==> src/rtl/top_dp_pkg.sv <==
// Shared constants for the top_dp arithmetic datapath: width, calculator
// opcodes and output-mux select encodings.
package top_dp_pkg;

  localparam int W = 4;

  typedef enum logic [1:0] {
    OP_ADD = 2'b00,
    OP_SUB = 2'b01,
    OP_AND = 2'b10,
    OP_XOR = 2'b11
  } calc_op_e;

  typedef enum logic [1:0] {
    SEL_L_ZERO = 2'b00,
    SEL_L_CALC = 2'b01,
    SEL_L_MULT = 2'b10,
    SEL_L_DIV  = 2'b11
  } sel_l_e;

  localparam logic SEL_H_MULT = 1'b0;
  localparam logic SEL_H_DIV  = 1'b1;

endpackage

==> src/rtl/top_dp_calc_unit.sv <==
// Calculator unit: opcode ALU over the shared operands, a result register
// and a sticky done flag.
module dp_calc_unit #(
  parameter int W = top_dp_pkg::W
) (
  input  logic         clk,
  input  logic         rst,
  input  logic         go,
  input  logic [1:0]   op,
  input  logic [W-1:0] a,
  input  logic [W-1:0] b,
  output logic [W-1:0] result,
  output logic         done
);
  import top_dp_pkg::*;

  logic [W-1:0] alu;

  // Add and subtract wrap at W bits; the carry/borrow is intentionally dropped.
  always_comb begin
    alu = '0;
    unique case (calc_op_e'(op))
      OP_ADD:  alu = a + b;
      OP_SUB:  alu = a - b;
      OP_AND:  alu = a & b;
      OP_XOR:  alu = a ^ b;
      default: alu = '0;
    endcase
  end

  always_ff @(posedge clk or posedge rst) begin
    if (rst) begin
      result <= '0;
      done   <= 1'b0;
    end else if (go) begin
      result <= alu;
      done   <= 1'b1;
    end
  end

endmodule

==> src/rtl/top_dp.sv <==
// 4-bit datapath: operand registers, calculator/divider/multiplier units and
// two registered output nibbles steered by external-FSM mux selects.
module top_dp #(
  parameter int W = top_dp_pkg::W
) (
  input  logic         en_x,
  input  logic         en_y,
  input  logic         go_calc,
  input  logic         go_div,
  input  logic         go_mult,
  input  logic         sel_h,
  input  logic         en_out_h,
  input  logic         en_out_l,
  input  logic         clk,
  input  logic         rst,
  input  logic [1:0]   sel_l,
  input  logic [1:0]   op_calc,
  input  logic [W-1:0] x,
  input  logic [W-1:0] y,
  output logic         done_calc,
  output logic         done_div,
  output logic         done_mult,
  output logic [W-1:0] out_h,
  output logic [W-1:0] out_l
);
  import top_dp_pkg::*;

  logic [W-1:0]   reg_x, reg_y;
  logic [W-1:0]   calc_result;
  logic [W-1:0]   quotient, remainder;
  logic [2*W-1:0] product;
  logic [W-1:0]   mux_l, mux_h;

  always_ff @(posedge clk or posedge rst) begin
    if (rst) begin
      reg_x <= '0;
      reg_y <= '0;
    end else begin
      if (en_x) reg_x <= x;
      if (en_y) reg_y <= y;
    end
  end

  dp_calc_unit #(.W(W)) u_calc (
    .clk    (clk),
    .rst    (rst),
    .go     (go_calc),
    .op     (op_calc),
    .a      (reg_x),
    .b      (reg_y),
    .result (calc_result),
    .done   (done_calc)
  );

  // Division by zero saturates the quotient and passes X through as remainder.
  always_ff @(posedge clk or posedge rst) begin
    if (rst) begin
      quotient  <= '0;
      remainder <= '0;
      done_div  <= 1'b0;
    end else if (go_div) begin
      if (reg_y == '0) begin
        quotient  <= '1;
        remainder <= reg_x;
      end else begin
        quotient  <= reg_x / reg_y;
        remainder <= reg_x % reg_y;
      end
      done_div <= 1'b1;
    end
  end

  always_ff @(posedge clk or posedge rst) begin
    if (rst) begin
      product   <= '0;
      done_mult <= 1'b0;
    end else if (go_mult) begin
      product   <= {{W{1'b0}}, reg_x} * {{W{1'b0}}, reg_y};
      done_mult <= 1'b1;
    end
  end

  always_comb begin
    mux_l = '0;
    unique case (sel_l_e'(sel_l))
      SEL_L_ZERO: mux_l = '0;
      SEL_L_CALC: mux_l = calc_result;
      SEL_L_MULT: mux_l = product[W-1:0];
      SEL_L_DIV:  mux_l = quotient;
      default:    mux_l = '0;
    endcase
    mux_h = (sel_h == SEL_H_DIV) ? remainder : product[2*W-1:W];
  end

  always_ff @(posedge clk or posedge rst) begin
    if (rst) begin
      out_h <= '0;
      out_l <= '0;
    end else begin
      if (en_out_h) out_h <= mux_h;
      if (en_out_l) out_l <= mux_l;
    end
  end

endmodule

==> config.mk <==
export PLATFORM = sky130hd
export DESIGN_NAME = top_dp
export DESIGN_NICKNAME = d
export VERILOG_FILES = /design/src/rtl/top_dp_pkg.sv /design/src/rtl/top_dp_calc_unit.sv /design/src/rtl/top_dp.sv
export SDC_FILE = /design/constraint.sdc
export NUM_CORES = 1
export LEC_CHECK = 0
export CORE_ASPECT_RATIO = 0.6
export CORE_MARGIN = 5
export CORE_UTILIZATION = 61
export DETAILED_ROUTE_END_ITERATION = 10
export PLACE_DENSITY = 0.84
export SLEW_MARGIN = 20
export SYNTH_ARGS = -nofsm -noshare
export SYNTH_HDL_FRONTEND = slang
export SYNTH_SLANG_ARGS = --single-unit
==> constraint.sdc <==
create_clock -name clk -period 11.55 [get_ports clk]
set_input_delay 2.31 -clock clk [delete_from_list [all_inputs] [get_ports clk]]
set_output_delay 2.31 -clock clk [all_outputs]
set_load 0.1 [all_outputs]
# Word level (Yosys, flattened, before mapping)
# Index checks and enable logic that the tools add are counted.
# Widths: inputs -> output; s select.
# totals
elab_cells	32
output_inout_bits	11
ff_bits	39
input_bits	22
# classes
n_addsub	2
mul	1
n_div	2
bitwise_logic	2
n_eq_ne	6
n_mux	5
reduce_logical	3
# ops
op	count
$pmux 4 s4	2
$mux 4	3
$eq 2x2->1 const B	4
$mul 4x4->8	1
$add 4x4->4	1
$and 4x4->4	1
$div 4x4->4	1
$eq 2x1->1 const B	2
$logic_not 2->1	2
$logic_not 4->1	1
$mod 4x4->4	1
$sub 4x4->4	1
$xor 4x4->4	1

# Logic depth before layout (Yosys ltp)
# Gate-level depths: netlist of the first run.
# depth
ltp_word	2
ltp_mapped	20
ltp_nobuf	20

# Cells and area by module
# A second synthesis of the first run with hierarchy kept.
# unflattened
cells_unflattened	296
area_unflattened_um2	2864.0
# modules_own_cells
module	instances	seq_area_each_um2	area_each_um2	cells_each
top_dp	1	850.8	2339.7	241
dp_calc_unit	1	125.1	524.3	55

# Worst setup path before layout of the first run
# Ideal clock, no wire load.
# synth_path
path_type	reg2reg
from	register reg_y[0]
to	register remainder[2]
synth_period_minus_slack_ns	4.531
setup_ns	0.077
path_stages_with_launch	20
arrival_ns	4.454
slack_ns	7.019
t_required_ns	11.473
n_path_buf	0
cell_sequence	dfrtp_1 inv_1 ha_1 nor4b_2 a2bb2oi_2 ha_1 o21a_1 o21ai_2 mux2i_1 inv_1 ha_1 o21ai_0 a211oi_2 mux2i_1 ha_1 a211o_1 a21oi_4 nand2_1 o311a_1 a21oi_1
# synth_between
elab_chain_cells	2
elab_cells_between_ends	3
cone_classes	div (1); mux (1); reduce/logical (1)
# synth_lines
item	line_no	source
start, declared	top_dp.sv:28	logic [W-1:0] reg_x, reg_y;
start signal, assigned	top_dp.sv:40	if (en_y) reg_y <= y;
$mod 4x4->4 / $logic_not 4->1 (equally long branches)	top_dp.sv:67, top_dp.sv:62	
$mux 4 (*)	top_dp.sv:62	if (reg_y == '0) begin
end signal, assigned	top_dp.sv:64	remainder <= reg_x;
end signal, assigned	top_dp.sv:67	remainder <= reg_x % reg_y;
end, declared	top_dp.sv:30	logic [W-1:0] quotient, remainder;
# Every way passes the cells marked *; elsewhere a longest branch is shown, timed or not.
# A chain may end at the register's enable or synchronous reset.

# Worst setup path after layout of the first run
# Ends and elaborated chain as after synthesis.

==> results of run 1 <==
-- registers in the layout (all words and copies together) (netlist names) --
signal and cells:
u_calc.done 1, u_calc.result 4, product 8, reg_y 4, reg_x 4, remainder 4
out_l 4, quotient 4, out_h 4, done_mult 1, done_div 1
-- cell families after synthesis --
logic type | Yosys count | synth area share
multiplexers | 23 | 0.08895
XOR/XNOR | 11 | 0.03459
buffers and inverters | 31 | 0.04492
adder cells (fa/ha/maj) | 39 | 0.1914
AND/OR/NAND/NOR | 73 | 0.1298
flip-flops | 39 | 0.3504
AO/OA/AOI/OAI | 67 | 0.1599
-- metal layers --
layer / vias up / routed length, um
li1: 1055 / -
met1: 1060 / 3162
met2: 60 / 2671
met3: 10 / 404
met4: 0 / 70
met5: - / 0
-- per-stage QoR --
step | instances | util | total power [uW]
2_1_floorplan | 283 | - | 370.8
3_3_place_gp | 372 | 0.7026 | 428.3
3_5_place_dp | 372 | 0.7026 | 435.1
4_1_cts | 380 | 0.7232 | 534.4
5_1_grt | 380 | 0.7232 | 568.7
6_report | 380 | 0.7232 | 533.0
-- synthesized netlist by cell type, types with 2 or more instances --
library cell,n
dfrtp_1,39
ha_1,33
nor2_1,25
inv_1,24
nand2_1,23
a21oi_1,21
mux2_2,14
o21ai_0,14
mux2i_1,9
xnor2_1,8
fa_1,6
a22oi_1,4
a31oi_1,4
nor2b_1,4
o211ai_1,4
a21o_1,3
buf_1,3
nand3b_1,3
or2_2,3
xor2_1,3
and2_1,2
clkbuf_1,2
nand2b_1,2
nor3_1,2
o21a_1,2
-- worst max-delay path, cell delays in order, from the launching register on --
cell	delay [ns]
dfrtp_1	0.49
inv_1	0.22
ha_1	0.20
nor4b_2	0.25
a2bb2oi_2	0.21
ha_1	0.27
o21a_1	0.12
o21ai_2	0.19
mux2i_1	0.33
inv_1	0.08
ha_1	0.30
o21ai_0	0.16
a211oi_2	0.45
mux2i_1	0.40
ha_1	0.31
a211o_1	0.35
a211oi_1	0.39
nand3b_1	0.13
o311a_1	0.16
a21oi_1	0.15
-- power groups by stage --
stage	Sequential, uW	Combinational (uW)	Clock (uW)
global placement	193	235	0
detailed placement	195	240	0
finish	193	242	98.4
global route	197	265	107
floorplan	232	139	0
CTS	193	241	100
-- final timing paths --
kind / end / depth (start not counted)
setup / recovery: remainder[2] / 19
max in group asynchronous: reg_x[0] / 3
min in group asynchronous: product[3] / 3
hold / removal: done_div / 1
hold reg to reg: done_div / 1
setup reg to reg: remainder[2] / 19
-- cells in the final DEF, fill, tap and decap left out, types with 4 or more instances in the layout --
cell type,instances
clkdlybuf4s50_1,32
a31oi_1,4
ha_1,33
mux2_2,14
fa_1,6
o21ai_0,14
a22oi_1,4
dfrtp_1,39
xnor2_1,8
nor2b_1,4
nand2_1,23
nor2_1,25
clkbuf_8,5
mux2i_1,9
a21oi_1,21
o211ai_1,4
inv_1,24
-- cell type report --
| class | instances | share of cell area |
|---|---|---|
| clock buffers | 5 | 0.02118 |
| clock inverters | 3 | 0.007316 |
| inverters | 24 | 0.02772 |
| multi-input cells | 213 | 0.5183 |
| flip-flops and latches | 39 | 0.3003 |
| well taps | 63 | 0.02426 |
| repair buffers | 33 | 0.1009 |
==> summary.txt, run 1 <==
Yosys
  – Seq/Total Area, Yosys: 0.3504
  – Syn_nets: 344
  – Cell taking the most area after synthesis: dfrtp_1
  – EDFF count, synth: 0
  – Distinct cell type count after synthesis: 51
  – Average cell area after synthesis: 9.842 um2
  – Syn Inst Count: 283
  – Top FF cell, synth: dfrtp_1
  – Post-synth design cell area: 2785 um2
  – Synth top area share: 0.3504
  – Async set or reset register ratio after synthesis: 1.000
  – Synth Register Bits: 39
  – Yosys warning total: 0
  – Synth area leaders: dfrtp_1 35%, ha_1 15%, mux2_2 5.7%

STA
  – Final Hold Fails: 0
  – Unrepaired setup endpoints after global routing: false
  – # setup viols final: 0
  – Worst Tran Pin Value: around 1 ns
  – Skew final: 0.006124 ns
  – Max-slew headroom: 0.3506
  – Setup TNS Final: 0 ns
  – Slew Limit Fails: 0
  – Final worst slack: about 6.3 ns
  – Fin crit period: 5.238 ns
  – Fmax: 190.9 MHz
  – Hold slack: ~0.47 ns
  – Final Cycle Share: 0.4535

GRT
  – GRT met3 Usage: 0.04922
  – Largest net degree at the start of global routing: 40
  – Gr ovfl total: 0
  – Gr usage total: 0.2213
  – First-pass GRT wire length: between 10 and 15 mm
  – Grt met2 use: 0.3144
  – Gr busiest metal: met1
  – GR Util met1: 0.3305
  – Initial antenna violation count: 0
  – Vias in the first global route: about 2200

Cells and area
  – ANT cells: 0
  – Nets: 377
  – Area added between synthesis and finish: 16.67%
  – Multi-input gate area: between 1500 and 2000 um2
  – Share of cells above drive strength 1: 0.1073
  – Storage cell area: slightly below 1000 um2
  – Post-route cell area: 3249 um2
  – Filler cell count in the final layout: 331

CTS
  – CTS H-tree lvls: 2
  – Postcts setup bufs: 0
  – Clock tree buffer depth: 2
  – Clock latency on the worst-skew pair: 0.30 ns
  – Inserted Clock Buffers: 5
  – Hold buffer count at CTS: 0
  – Resize count post-CTS: 0
  – Clock Tree Root: clkbuf_8
  – Sink Count: 39
  – CTS tree: done
  – Reg clk slew, reported paths: 0.09 ns

Critical path
  – Worst-path maximum fanout: 7
  – Crit path required time: 11.78 ns
  – Reg2Reg Setup Slack: between 6 and 7 ns
  – Worst setup path startpoint: reg_y[0]
  – WS Path Type: register to register
  – CP Launch Type: register
  – Critical Path AT: 5.47 ns
  – Worst R2R Start: reg_y[0]
  – Worst setup EP type: register

Route
  – Detailed-route via count: 2185
  – DRT iter0 DRCs: 149
  – Routed wire length: 6.308 mm
  – Detail Route Antenna Nets: 0
  – Remaining routing DRC violations: 0
  – Routed length per instance: 16.60 um
  – Via/cell ratio: 5.750
  – Drt pass-1 iters: 4

Placement
  – Cell Area, Placed: between 3000 and 4000 um2
  – RD Place Congestion: between 0.9 and 1
  – Worst slack, placed: 6.465 ns
  – Port-buffer cells: 32
  – Detail Placement HPWL: 4.980 mm

Power
  – Flop pwr share: 0.362
  – Net Sw Frac: 0.4278
  – PwrDens: 164.0 nW/um2
  – Pleak: 0.001474 uW
  – Comb power frac: 0.454
  – Worst VDD drop: 0.00009062 V
  – P_sw: 228.1 uW
  – Internal power: 305.0 uW
  – Clock power frac: 0.185

Worst hold path
  – Worst min-delay path category: register to register
  – Worst hold start: done_div

Floorplan
  – Initial Util: 0.6199
  – Die area: roughly 6100 um2
  – # IOs: 33
  – Die Y: 62.34 um
  – Core box area: 4493 um2
  – Standard-cell rows: 19
  – Die X: 97.24 um

Run
  – Max-cap violations: 0

Outcome
  – Status: complete, no violations
No activity file was read; power rests on OpenSTA's default activity.
==> inputs of run 2 (changes only) <==
- CORE_UTILIZATION: 61 -> 56
- PLACE_DENSITY: 0.84 -> 0.78
- clock period: 11.55 -> 5.1 ns (I/O delays scaled with it)
==> run 2 against run 1 <==
Effect of this change:
- core utilization fell by 0.48 points
- critical path depth rose by 1
- sequential power rose by 120%
- non-clock buffer count rose by 8
- design area rose by 3.5%
- largest cell class unchanged
- routed wire length rose by 5.1%
- worst setup slack got worse by 6.0 ns
==> summary.txt, run 2 (synthesis gave the netlist of run 1 again) <==
Worst hold path
  – Worst hold start: done_mult (was done_div)
  – End of the worst hold path: done_mult (was done_div)
  – Hold Path Depth: 1 (unchanged)
  – Worst min-delay path category: register to register (unchanged)

Placement
  – RD Place Congestion: 0.9107 (was 0.9336)
  – Port-buffer cells: 32 (unchanged)
  – Detail Placement HPWL: 4.948 mm (was 4.980 mm)
  – Worst slack, placed: 0.1850 ns (was 6.465 ns)

Power
  – PwrDens: 379.1 nW/um2 (was 164.0 nW/um2)
  – Pleak: 0.001534 uW (was 0.001474 uW)
  – Worst VDD drop: 0.0001929 V (was 0.00009062 V)

Route
  – Via/cell ratio: 5.758 (was 5.750)
  – Routed length per instance: 17.08 um (was 16.60 um)
  – Remaining routing DRC violations: 0 (unchanged)
  – Routed wire length: 6.627 mm (was 6.308 mm)
  – Detail Route Antenna Nets: 0 (unchanged)
  – Drt pass-1 iters: 5 (was 4)
  – DRT iter0 DRCs: 136 (was 149)
  – Detailed-route via count: 2234 (was 2185)

Cells and area
  – Storage cell area: 977.2 um2 (was 975.9 um2)
  – Reg with most FFs: product (unchanged)
  – Area added between synthesis and finish: 20.80% (was 16.67%)
  – Filler cell count in the final layout: 354 (was 331)
  – Multi-input gate area: 1713 um2 (was 1684 um2)
  – Nets: 385 (was 377)
  – ANT cells: 0 (unchanged)
  – Largest register FFs: 8 (unchanged)
  – Share of cells above drive strength 1: 0.1446 (was 0.1073)
  – Most frequent cells in the layout: 38 x dfrtp_1, 33 x ha_1, 32 x clkdlybuf4s50_1, 25 x nor2_1 (was 39 x dfrtp_1, 33 x ha_1, 32 x clkdlybuf4s50_1, 25 x nor2_1, 24 x inv_1)
  – Most common cell after layout, fill and taps aside: dfrtp_1 (unchanged)

Critical path
  – Worst-path maximum fanout: 7 (unchanged)
  – Critical R2R Capture: remainder[2] (unchanged)
  – CP Launch Type: register (unchanged)
  – WS Path Type: register to register (unchanged)
  – Worst R2R Start: reg_y[0] (unchanged)
  – Worst setup EP type: register (unchanged)
  – Crit path required time: 5.32 ns (was 11.78 ns)
  – Critical Path AT: 5.05 ns (was 5.47 ns)
  – Cells on worst reg2reg path: 20 (was 19)
  – Reg2Reg Setup Slack: 0.27 ns (was 6.31 ns)

STA
  – Fin crit period: 4.829 ns (was 5.238 ns)
  – Max-slew headroom: 0.3529 (was 0.3506)
  – Worst Tran Pin Value: 0.9676 ns (was 0.9710 ns)
  – Hold slack: 0.4718 ns (was 0.4664 ns)
  – # setup viols final: 0 (unchanged)
  – Setup TNS Final: 0 ns (unchanged)
  – Fmax: 207.1 MHz (was 190.9 MHz)
  – Final worst slack: 0.2708 ns (was 6.312 ns)
  – Final Hold Fails: 0 (unchanged)
  – Slew Limit Fails: 0 (unchanged)
  – Final Cycle Share: 0.9469 (was 0.4535)
  – Skew final: 0.009287 ns (was 0.006124 ns)

Floorplan
  – Die X: 101.0 um (was 97.24 um)
  – Die Y: 64.63 um (was 62.34 um)
  – # IOs: 33 (unchanged)
  – Standard-cell rows: 19 (unchanged)
  – Die area: 6530 um2 (was 6062 um2)
  – Initial Util: 0.5947 (was 0.6199)
  – Core box area: 4683 um2 (was 4493 um2)

CTS
  – Clock tree buffer depth: 2 (unchanged)
  – Hold buffer count at CTS: 0 (unchanged)
  – Clock Tree Root: clkbuf_8 (unchanged)
  – Inserted Clock Buffers: 5 (unchanged)
  – Reg clk slew, reported paths: 0.08 ns (was 0.09 ns)
  – CTS H-tree lvls: 2 (unchanged)
  – Clock latency on the worst-skew pair: 0.29 ns (was 0.30 ns)
  – CTS tree: done (unchanged)
  – Sink Count: 39 (unchanged)

GRT
  – First-pass GRT wire length: 11.21 mm (was 10.83 mm)
  – Gr usage total: 0.2176 (was 0.2213)
  – Vias in the first global route: 2306 (was 2151)
  – Initial antenna violation count: 0 (unchanged)
  – Largest net degree at the start of global routing: 40 (unchanged)
  – Gr ovfl total: 0 (unchanged)

Run
  – Max-cap violations: 0 (unchanged)

Outcome
  – Status: complete, no violations (unchanged)
## run 2: changes by cell type in the layout (fill, tap and decap cells not counted), sizes merged
cell and change:
clkbuf +1, clkinvlp -2, inv -1, buf +8
bufinv +1, clkinv +1
## run 2: metrics by stage
step / cells / total power [uW] / cell area [um2] / utilization
CTS: 385 / 1258 / 3312 / 0.7072
detailed placement: 377 / 985.9 / 3194 / 0.6821
finish: 388 / 1276 / 3364 / 0.7184
global placement: 377 / 977.1 / 3194 / 0.6821
global route: 388 / 1361 / 3364 / 0.7184
floorplan: 283 / 839.9 / 2785 / -
## run 2: layer usage
| metal | wire [um] | track usage |
|---|---|---|
| met1 | 3306 | 0.3291 |
| met4 | 58 | 0.03980 |
| met2 | 2811 | 0.3233 |
| met5 | 0 | 0 |
| met3 | 451 | 0.04716 |
## run 2: final cells by class
type | count | share of cell area
Timing Repair Buffer | 41 | 0.1153
Sequential cell | 39 | 0.2904
Inverter | 24 | 0.02678
Tap cell | 63 | 0.02343
Multi-Input combinational cell | 213 | 0.5091
Clock buffer | 6 | 0.02454
Clock inverter | 2 | 0.01041
## run 2: worst max-delay path, stage by stage, from the launching register on
cell,delay (ns)
dfrtp_2,0.46
inv_2,0.13
ha_1,0.20
nor4b_4,0.24
a2bb2oi_2,0.20
ha_1,0.27
o21a_1,0.15
o21ai_4,0.18
mux2i_2,0.28
inv_1,0.07
ha_1,0.29
o21ai_0,0.17
a211oi_2,0.36
mux2i_2,0.13
buf_4,0.16
fa_1,0.39
a211o_1,0.34
a21oi_4,0.19
nand2_1,0.09
o311a_1,0.33
a21oi_1,0.14
## run 2: how the worst max path moves through the flow
stage	start	endpoint	slack [ns]	cells after the start
after floorplan	reg_y[0]	remainder[2]	0.57	19
after global placement	reg_y[0]	remainder[2]	0.38	19
after detailed placement	reg_y[0]	remainder[2]	0.19	19
after CTS	reg_y[0]	remainder[2]	0.13	19
after global routing	reg_y[0]	remainder[2]	-0.03	20
final	reg_y[0]	remainder[2]	0.27	20
## run 2: where the power goes
group	switching [uW]	internal, uW	leakage, uW	total (uW)
registers	51.7	377	0.000458	429
logic	345	232	0.00102	577
clock network	111	158	0.0000612	270
## run 2: what timing repair did
item	in CTS	in global routing
buffers inserted	0	3
gates resized for setup	0	7
setup endpoints to repair	0	5
